<file path="src/rtl/multicycle_decode.sv">
// Multicycle ARM main decoder: Moore FSM over FETCH..WB with ALU decode, PC-write logic and memory-wait fault trap.
// Optional MUL decode is enabled by defining DECODE_MUL_EN.
module multicycle_decode #(
  parameter int unsigned ALUC_W   = 3,
  parameter int unsigned MEM_WAIT = 1,
  parameter int unsigned WAIT_MAX = 15
) (
  input  logic              clk,
  input  logic              reset,
  input  logic [1:0]        Op,
  input  logic [5:0]        Funct,
  input  logic [3:0]        Rd,
  input  logic [3:0]        Mul4,
  input  logic              MemRdy,
  output logic [1:0]        FlagW,
  output logic              PCS,
  output logic              NextPC,
  output logic              RegW,
  output logic              MemW,
  output logic              IRWrite,
  output logic              AdrSrc,
  output logic [1:0]        ResultSrc,
  output logic              ALUSrcA,
  output logic [1:0]        ALUSrcB,
  output logic [1:0]        ImmSrc,
  output logic [1:0]        RegSrc,
  output logic [ALUC_W-1:0] ALUControl,
  output logic              Fault
);

  localparam int unsigned CNT_W = (WAIT_MAX > 0) ? $clog2(WAIT_MAX + 1) : 1;

  localparam logic [2:0] ALU_ADD = 3'b000;
  localparam logic [2:0] ALU_SUB = 3'b001;
  localparam logic [2:0] ALU_AND = 3'b010;
  localparam logic [2:0] ALU_ORR = 3'b011;
  localparam logic [2:0] ALU_EOR = 3'b100;

  typedef enum logic [3:0] {
    S_FETCH  = 4'd0,
    S_DECODE = 4'd1,
    S_MEMADR = 4'd2,
    S_MEMRD  = 4'd3,
    S_MEMWB  = 4'd4,
    S_MEMWR  = 4'd5,
    S_EXECR  = 4'd6,
    S_EXECI  = 4'd7,
    S_ALUWB  = 4'd8,
    S_BRANCH = 4'd9,
    S_FAULT  = 4'd10
  } state_t;

  state_t           state_q, state_d;
  logic [CNT_W-1:0] waitcnt_q;
  logic             fault_q;
  logic             rdy;
  logic             mem_state;
  logic             stalled;
  logic             timeout;
  logic             alu_op;
  logic             branch;
  logic             regw_raw;
  logic             memw_raw;
  logic [2:0]       alu_ctl;
  logic             is_addsub;

  assign rdy       = (MEM_WAIT != 0) ? MemRdy : 1'b1;
  assign mem_state = (state_q == S_FETCH) || (state_q == S_MEMRD) || (state_q == S_MEMWR);
  assign stalled   = mem_state && !rdy;
  assign timeout   = (WAIT_MAX != 0) && stalled && (waitcnt_q == CNT_W'(WAIT_MAX));
  assign Fault     = fault_q;

  // State, wait counter and sticky fault flag
  always_ff @(posedge clk) begin
    if (reset) begin
      state_q   <= S_FETCH;
      waitcnt_q <= '0;
      fault_q   <= 1'b0;
    end else begin
      state_q <= state_d;
      if (state_d != state_q) begin
        waitcnt_q <= '0;
      end else if (stalled) begin
        waitcnt_q <= waitcnt_q + CNT_W'(1);
      end
      if (state_d == S_FAULT) begin
        fault_q <= 1'b1;
      end
    end
  end

  // Next-state sequencing; a memory timeout overrides the hold
  always_comb begin
    state_d = state_q;
    case (state_q)
      S_FETCH:  if (rdy) state_d = S_DECODE;
      S_DECODE: begin
        case (Op)
          2'b00:   state_d = Funct[5] ? S_EXECI : S_EXECR;
          2'b01:   state_d = S_MEMADR;
          2'b10:   state_d = S_BRANCH;
          default: state_d = S_FETCH;
        endcase
      end
      S_MEMADR: state_d = Funct[0] ? S_MEMRD : S_MEMWR;
      S_MEMRD:  if (rdy) state_d = S_MEMWB;
      S_MEMWB:  state_d = S_FETCH;
      S_MEMWR:  if (rdy) state_d = S_FETCH;
      S_EXECR:  state_d = S_ALUWB;
      S_EXECI:  state_d = S_ALUWB;
      S_ALUWB:  state_d = S_FETCH;
      S_BRANCH: state_d = S_FETCH;
      S_FAULT:  state_d = S_FAULT;
      default:  state_d = S_FETCH;
    endcase
    if (timeout) state_d = S_FAULT;
  end

  // Per-state datapath controls; write enables are suppressed while reset is held
  always_comb begin
    NextPC    = 1'b0;
    IRWrite   = 1'b0;
    AdrSrc    = 1'b0;
    ResultSrc = 2'b00;
    ALUSrcA   = 1'b0;
    ALUSrcB   = 2'b00;
    alu_op    = 1'b0;
    branch    = 1'b0;
    regw_raw  = 1'b0;
    memw_raw  = 1'b0;
    case (state_q)
      S_FETCH: begin
        ALUSrcA   = 1'b1;
        ALUSrcB   = 2'b10;
        ResultSrc = 2'b10;
        IRWrite   = rdy;
        NextPC    = rdy;
      end
      S_DECODE: begin
        ALUSrcA   = 1'b1;
        ALUSrcB   = 2'b10;
        ResultSrc = 2'b10;
      end
      S_MEMADR: ALUSrcB = 2'b01;
      S_MEMRD:  AdrSrc  = 1'b1;
      S_MEMWB: begin
        ResultSrc = 2'b01;
        regw_raw  = 1'b1;
      end
      S_MEMWR: begin
        AdrSrc   = 1'b1;
        memw_raw = 1'b1;
      end
      S_EXECR: alu_op = 1'b1;
      S_EXECI: begin
        ALUSrcB = 2'b01;
        alu_op  = 1'b1;
      end
      S_ALUWB: regw_raw = 1'b1;
      S_BRANCH: begin
        ALUSrcB   = 2'b01;
        ResultSrc = 2'b10;
        branch    = 1'b1;
      end
      default: ;
    endcase
    if (reset) begin
      NextPC   = 1'b0;
      IRWrite  = 1'b0;
      alu_op   = 1'b0;
      branch   = 1'b0;
      regw_raw = 1'b0;
      memw_raw = 1'b0;
    end
  end

  assign RegW   = regw_raw;
  assign MemW   = memw_raw;
  assign PCS    = branch || (regw_raw && (Rd == 4'hF));
  assign ImmSrc = Op;
  assign RegSrc = {Op == 2'b01, Op == 2'b10};

  // ALU operation and flag-write decode from the function field
  always_comb begin
    alu_ctl   = ALU_ADD;
    is_addsub = 1'b0;
    case (Funct[4:1])
      4'b0100: begin alu_ctl = ALU_ADD; is_addsub = 1'b1; end
      4'b0010: begin alu_ctl = ALU_SUB; is_addsub = 1'b1; end
      4'b0000: alu_ctl = ALU_AND;
      4'b1100: alu_ctl = ALU_ORR;
      4'b0001: alu_ctl = ALU_EOR;
      default: alu_ctl = ALU_ADD;
    endcase
`ifdef DECODE_MUL_EN
    if ((Op == 2'b00) && !Funct[5] && (Funct[4:1] == 4'b0000) && (Mul4 == 4'b1001)) begin
      alu_ctl = 3'b101;
    end
`endif
    if (!alu_op) begin
      alu_ctl   = ALU_ADD;
      is_addsub = 1'b0;
    end
  end

`ifndef DECODE_MUL_EN
  logic unused_mul4;
  assign unused_mul4 = ^Mul4;
`endif

  assign ALUControl = ALUC_W'(alu_ctl);
  assign FlagW[1]   = alu_op && Funct[0];
  assign FlagW[0]   = alu_op && Funct[0] && is_addsub;

endmodule

</file>
<file path="config.mk">
export PLATFORM = sky130hd
export DESIGN_NAME = multicycle_decode
export DESIGN_NICKNAME = d
export VERILOG_FILES = /design/src/rtl/multicycle_decode.sv
export SDC_FILE = /design/constraint.sdc
export NUM_CORES = 1
export LEC_CHECK = 0
export CAP_MARGIN = 20
export CORE_MARGIN = 3
export CORE_UTILIZATION = 46
export CTS_CLUSTER_DIAMETER = 120
export DETAILED_ROUTE_END_ITERATION = 8
export PLACE_DENSITY = 0.94
export SLEW_MARGIN = 10
export SYNTH_ARGS = -nofsm -noshare
export SYNTH_HDL_FRONTEND = slang
export SYNTH_SLANG_ARGS = --single-unit
</file>
<file path="constraint.sdc">
create_clock -name clk -period 2.4 [get_ports clk]
set_input_delay 0.48 -clock clk [delete_from_list [all_inputs] [get_ports clk]]
set_output_delay 0.48 -clock clk [all_outputs]
set_load 0.05 [all_outputs]
</file>
[After elaboration in Yosys (flattened, before gate mapping)]
Cells that the tools add are included.
Operators by class
  add/sub/neg operators: 1
  equality and inequality tests: 20
  mux-type cells: 26
  reduce and logical (&&, ||, !) cells: 20
Operator list (number)
  $eq 4x4->1 const B: 7
  $pmux 4 s7: 1
  $eq 4x3->1 const B: 5
  $mux 4: 4
  $mux 1: 15
  $eq 4x2->1 const B: 3
  $pmux 3 s4: 1
  $pmux 4 s3: 1
  $reduce_or 2->1: 6
  $eq 4x1->1 const B: 2
  $logic_not 4->1: 2
  $pmux 2 s2: 2
  $mux 3: 2
  $reduce_or 3->1: 2
  $logic_and 1x1->1: 5
  $add 4x1->4 const B: 1
  $ne 4x4->1: 1
  $logic_or 1x1->1: 3
  $eq 2x1->1 const B: 1
  $eq 2x2->1 const B: 1
  $logic_not 2->1: 1
  $logic_not 1->1: 1
Word-level totals
  register bits after elaboration: 9
  bits of input ports: 19
  output and inout port bits: 21
  logic and storage cells: 70

[Longest topological paths before layout]
Gate-level depths: netlist of the first run.
  depth after elaboration: 8
  depth in mapped cells: 7
  mapped depth without buffers: 5

[Least setup slack after synthesis of the first run]
OpenSTA, ideal clock, no wires.
  path kind: reg-to-output
  from: register state_q[2]
  to: output RegW
  arrival: 3161 ps
  required time: 1920 ps
  path slack: -1241 ps
  stages on the path, launching flop included: 4
  path buffers: 1
  cells stage by stage: dfxtp_1 -> buf_6 -> nand2b_1 -> a2111oi_0
Between the ends
  word-level cells in the longest chain between the ends: 4
  elaborated cells on any way between the ends: 5
  those cells by class: eq/ne: 2; mux: 2; reduce/logical: 1
RTL lines
  start: declaration: line 53  | state_t state_q, state_d;
  start signal: assignment: line 80  | state_q <= state_d;
  $eq 4x4->1 or $eq 4x3->1 (tied branches): line 131  | case (state_q)
  $reduce_or 2->1 (no source line) *
  $mux 1 *: line 131
  $mux 1 *: line 167  | if (reset) begin
  end: declaration: line 18  | output logic RegW,
Mark *: on every way between the ends. The rest lies on a longest branch, timed or not.

[Final worst setup path of the first run]
  from: input reset
  to: output FlagW[0]
Between the ends
  word-level cells in the longest chain between the ends: 3
  elaborated cells on any way between the ends: 4
  those cells by class: mux: 2; reduce/logical: 2
RTL lines
  start: declaration: line 9  | input logic reset,
  $mux 1 *: line 167
  $mux 1 or $logic_and 1x1->1 (tied branches): line 200, 213
  $logic_and 1x1->1 *: line 213  | assign FlagW[0] = alu_op && Funct[0] && is_addsub;
  end: declaration: line 15  | output logic [1:0] FlagW,
Marked as above.

==> results of run 1 <==
## report_power, final
group / total [W] / switching, W / leakage (nW) / internal [W]
Combinational: 0.000336 / 0.000197 / 0.490 / 0.000139
Clock: 0.000122 / 0.0000597 / 0.0177 / 0.0000618
Sequential: 0.000167 / 0.00000893 / 0.0735 / 0.000158
## logic make-up after synthesis
family	count (synthesis)
and+or+nand+nor	65
AOI/OAI and AO/OA	27
buffers and inverters	13
DFF	9
xor gates and xnor gates	6
muxes	2
adders and majority gates	1
## worst reg2reg max path, stage by stage (launching register included)
cell	delay, ns
dfxtp_1	0.51
buf_4	0.23
and4bb_4	0.26
nand2_1	0.07
a32oi_1	0.24
o211ai_2	0.15
nor3_1	0.20
## layout make-up
class	instances	area (um2)	area share, %
Sequential cell	9	181	11.8
Multi-Input combinational cell	101	742	48.1
Tap cell	25	31.3	2.03
Inverter	3	11.3	0.729
Clock inverter	1	5.00	0.324
Timing Repair Buffer	40	551	35.7
Clock buffer	3	22.5	1.46
## per-stage QoR
| stage | cells | worst slack (ns) | utilization, % | total power (W) | instance area (um2) |
|---|---|---|---|---|---|
| finish | 182 | 0.111 | 83.1 | 0.000624 | 1540 |
| global route | 182 | 0.00857 | 83.1 | 0.000652 | 1540 |
| CTS | 182 | 0.0420 | 82.9 | 0.000621 | 1540 |
| global placement | 178 | 0.119 | 81.4 | 0.000488 | 1510 |
| detailed placement | 178 | 0.101 | 81.4 | 0.000500 | 1510 |
| floorplan | 123 | 0.0357 | - | 0.000387 | 1020 |
## state kept, by name, indices dropped and copies added, names as in the netlist
name / count
state_q: 4
Fault: 1
waitcnt_q: 4
## cell usage after synthesis (3+ instances only)
library cell	number
a21oi_1	5
a32oi_1	3
nor2b_1	4
dfxtp_1	9
xor2_1	4
nand2b_1	5
nand2_1	10
nor3_1	9
or2_2	3
nor2_1	11
buf_4	6
## metal layers
layer,routed length [um],part of all wire (%)
met1,1080,35
met5,0,0
met3,299,9.7
met2,1640,53
met4,48,1.6
## how the worst min path moves through the flow
stage	to
after global routing	Fault
final	Fault
after global placement	Fault
after CTS	Fault
after detailed placement	Fault
after floorplan	waitcnt_q[1]
## timing repair
action                                  4_1_cts  5_1_grt
endpoints found under the hold margin         0        0
endpoints found under the setup margin        0        5
gates resized for setup                       0        2
==> flow_summary.toml, run 1 <==
[finish]
layout-area-overhead-vs-synth_pct = 59.4
drive_above_1_share_pct = 35.0
final_cell_mix = "buf_12 (17), clkdlybuf4s50_1 (15), nand2_1 (10), nor2_1 (10)"
diodes = 0
final_common_cell = "buf_12"
layout.nets = 178
n_fill_cell = 96

[synth]
synth_top_area_share_pct = 18.6
synth.avg_cell_area_um2 = 7.87
synth_top_family_by_area = "simple AND/OR/NAND/NOR gates"
yosysTopAreaCell = "dfxtp_1"
synth_edf_count = 0
synthMuxAreaShare_pct = 2.07
synthSimpleGateAreaFrac_pct = 40.6
ys_async_sr_fraction_pct = 0
synthesis.area_um2 = 968
syn_nets = 143
synth_fa_ha_area_share_pct = 1.29
postSynthCellCount = 123
synth_compound_gate_area_share_pct = 22.1
yosysSeqAreaShare_pct = 18.6
synthTopCellsByArea = "dfxtp_1 (19%), nor3_1 (4.7%), buf_4 (4.7%)"
yosysUniqueCellTypes = 53
yosysWarnings = 0
synth_xor_area_share_pct = 5.43
synth_seq_cells = 9
ys.flop_type = "dfxtp_1"

[clock_network]
cts_tree = "yes"
clock_sinks = 9
postCtsSetupRepairBufs = 0
path_clk_slew_ns = 0.06
clk_path_buf_depth = 2
clock-root-buffer = "clkbuf_4"
hold_buffers = 0
clk_latency_ns = 0.27
cts_max_level = 1
cts_made_buffers = 3

[setup_path]
cp_cell_sequence = "clkdlybuf4s50_1 -> nor3_2 -> nand2b_1 -> nor4b_4 -> buf_12"
cpMaxStageDelayCell = "clkdlybuf4s50_1"
r2r_end = "waitcnt_q[3]"
r2r_slack_ns = 0.65
critPathArrivalTime_ns = 1.81
end_kind = "output port"
reg2reg_depth = 6
worst-path-stages = 5
slowest_delay_ns = 0.44
critPathCapture = "FlagW[0]"
path_class = "in -> out"
cp_max_fo = 3
critPathLaunch = "reset"
cp_top_family = "simple AND/OR/NAND/NOR gates"
r2r-start = "state_q[2]"
start_kind = "input port"
crit_buf_inv = 2
required_ns = 1.92

[placed_design]
port_buffers = 35
place_hpwl_um = 2400
place_congestion = 0.896

[global_route]
grt_pass1_vias = 1078
antenna_found_initial = 0
grt_use_total_pct = 25.4
grt_first_pass_wirelength_um = 5150
met1_usage_pct = 28.6
grt_max_degree = 25
met3_usage_pct = 6.02
overflow = 0
grtUsageMet2_pct = 47.5
grt.busiest_layer = "met2"

[timing]
setup_viol = 0
min_period_ns = 2.29
hold_slack_ns = 0.487
post-route-period-util_pct = 95.4
rsz0062_at_grt = "false"
drv_slew = 0
tns_ns = 0
max_freq_mhz = 437
timing_hold_violations_final = 0
relSlewSlack_pct = 66.6
fin_worst_skew_ns = 0.00216
tightest_slew_ns = 0.499

[power_and_ir_drop]
ir_drop_uv = 343
powerDensity_nw_per_um2 = 404
p_leak_nw = 0.581

[routing]
ant_nets = 0
via_per_inst = 6.23
first_pass_iters = 4
routed-via-count = 1134
routed_wl_um = 3070
drt_first_iter_violations = 67
drc = 0
wire_per_inst_um = 16.9

[floorplanning]
core_um2 = 1860
dieArea_um2 = 2690
fp-row-count = 15
pin_count = 40
dieWidth_um = 51.9
die_h_um = 51.9
initial_core_util_pct = 52.1

[flow_run]
maxCapViolCount = 0

[min_path]
min_from = "Fault"
hold_depth = 1
hp-class = "reg -> reg"

[status]
status = "completed"
Note: power is estimated with default switching activity, not from simulation.
==> run 2: changes to the inputs <==
--- a/config.mk
+++ b/config.mk
@@ -6,11 +6,13 @@
 export NUM_CORES = 1
 export LEC_CHECK = 0
 export CAP_MARGIN = 20
+export CELL_PAD_IN_SITES_DETAIL_PLACEMENT = 1
+export CELL_PAD_IN_SITES_GLOBAL_PLACEMENT = 1
 export CORE_MARGIN = 3
-export CORE_UTILIZATION = 46
+export CORE_UTILIZATION = 32
 export CTS_CLUSTER_DIAMETER = 120
 export DETAILED_ROUTE_END_ITERATION = 8
-export PLACE_DENSITY = 0.94
+export PLACE_DENSITY = 0.93
 export SLEW_MARGIN = 10
 export SYNTH_ARGS = -nofsm -noshare
 export SYNTH_HDL_FRONTEND = slang
==> constraint.sdc (replaced) <==
create_clock -name clk -period 2.4 [get_ports clk]
set_input_delay 0.48 -clock clk [delete_from_list [all_inputs] [get_ports clk]]
set_output_delay 0.48 -clock clk [all_outputs]
set_load 0.02 [all_outputs]
==> run 2 against run 1 <==
Via count is 1.9% lower. Core utilization is 34 points lower. First-iteration DRC count is 10% lower. Combinational power is 24% lower. Critical endpoint is now PCS. Largest cell class unchanged.
==> flow_summary.toml, run 2 (synthesized netlist as in run 1, its figures left out) <==
[setup_path]
path_class = "in -> out"
crit_buf_inv = 3
cp_cell_sequence = "clkdlybuf4s50_1 -> buf_4 -> nor4b_1 -> dlygate4sd2_1"
cp_top_family = "buffers and inverters"
end_kind = "output port"
cp_max_fo = 11
critPathArrivalTime_ns = 1.86
start_kind = "input port"
cpMaxStageDelayCell = "clkdlybuf4s50_1"
slowest_delay_ns = 0.44
required_ns = 1.92

[routing]
routed-via-count = 1112
drc = 0
wire_per_inst_um = 16.5
first_pass_iters = 4
routed_wl_um = 3240
drt_first_iter_violations = 60
via_per_inst = 5.67
ant_nets = 0

[min_path]
hp-class = "reg -> reg"

[clock_network]
clock-root-buffer = "clkbuf_4"
path_clk_slew_ns = 0.06
clk_path_buf_depth = 2
postCtsSetupRepairBufs = 0
cts_max_level = 1
hold_buffers = 0
cts_made_buffers = 3
clock_sinks = 9
clk_latency_ns = 0.26
cts_tree = "yes"

[timing]
relSlewSlack_pct = 74.4
min_period_ns = 2.34
rsz0062_at_grt = "false"
drv_slew = 0
post-route-period-util_pct = 97.3
fin_worst_skew_ns = 0.00343
timing_hold_violations_final = 0
tightest_slew_ns = 0.383
setup_viol = 0
tns_ns = 0
max_freq_mhz = 428
hold_slack_ns = 0.504
fin_ws_ns = 0.0648

[global_route]
grt_pass1_vias = 1133
overflow = 0
grt_max_degree = 25
grt.busiest_layer = "met2"
met1_usage_pct = 24.1
met3_usage_pct = 3.14
antenna_found_initial = 0
grt_first_pass_wirelength_um = 5320
grtUsageMet2_pct = 33.4
grt_use_total_pct = 19.1

[finish]
diodes = 0
final_cell_mix = "clkdlybuf4s50_1 (22), buf_4 (13), nor2_1 (11)"
layout.nets = 186
drive_above_1_share_pct = 23.0
final_common_cell = "clkdlybuf4s50_1"
layout-area-overhead-vs-synth_pct = 43.4
n_fill_cell = 358
finalInstanceArea_um2 = 1390

[status]
status = "completed"

[placed_design]
place_hpwl_um = 2610
place_congestion = 0.824
port_buffers = 35
placed_cell_area_um2 = 1370
place_ws_ns = -0.282

[floorplanning]
dieWidth_um = 61.0
core_um2 = 2830
dieArea_um2 = 3720
initial_core_util_pct = 34.2
pin_count = 40
die_h_um = 61.0
fp-row-count = 19

[power_and_ir_drop]
powerDensity_nw_per_um2 = 394
p_leak_nw = 0.593
p_total_w = 0.000547
ir_drop_uv = 236

[flow_run]
maxCapViolCount = 0
==> run 2: layout make-up <==
cell class / count / area (um2) / share of cell area (%)
flip-flops and latches: 9 / 181 / 13.1
clock buffers: 4 / 26.3 / 1.89
inverters: 3 / 11.3 / 0.811
well taps: 31 / 38.8 / 2.79
multi-input cells: 101 / 692 / 49.8
repair buffers: 48 / 439 / 31.6
==> run 2: what timing repair did <==
| item | in CTS | in global routing |
|---|---|---|
| endpoints found under the setup margin | 12 | 6 |
| hold endpoints to repair | 0 | 0 |
| resized for setup | 10 | 10 |
==> run 2: per-layer routing <==
metal / vias to the layer above / part of all wire (%)
met3: 7 / 4.2
li1: 540 / -
met1: 536 / 44
met5: - / 0
met4: 0 / 0.99
met2: 29 / 50
==> run 2: path summary, 6_finish.rpt <==
| kind | from | cells past startpoint | end | slack, ns |
|---|---|---|---|---|
| setup / recovery | reset | 4 | PCS | 0.06 |
| hold reg to reg | Fault | 1 | Fault | 0.50 |
| setup reg to reg | state_q[3] | 7 | waitcnt_q[3] | 0.64 |
| hold / removal | Fault | 1 | Fault | 0.50 |
==> run 2: per-stage QoR <==
stage	instances	util [%]
2_1_floorplan	123	-
3_3_place_gp	192	48.4
3_5_place_dp	192	48.4
4_1_cts	196	49.0
5_1_grt	196	49.1
6_report	196	49.1
==> run 2: worst reg2reg max path, stage by stage, from the launching register on <==
cell	delay, ns
dfxtp_1	0.37
buf_4	0.19
nor2_1	0.14
buf_4	0.16
o2111ai_1	0.16
a32oi_1	0.27
o211ai_2	0.14
nor3_1	0.25
==> run 2: report_power, final <==
| group | total, W | internal [W] | switching (W) |
|---|---|---|---|
| Combinational | 0.000255 | 0.000118 | 0.000137 |
| Clock | 0.000118 | 0.0000642 | 0.0000540 |
| Sequential | 0.000174 | 0.000158 | 0.0000156 |
| Total | 0.000547 | 0.000340 | 0.000207 |
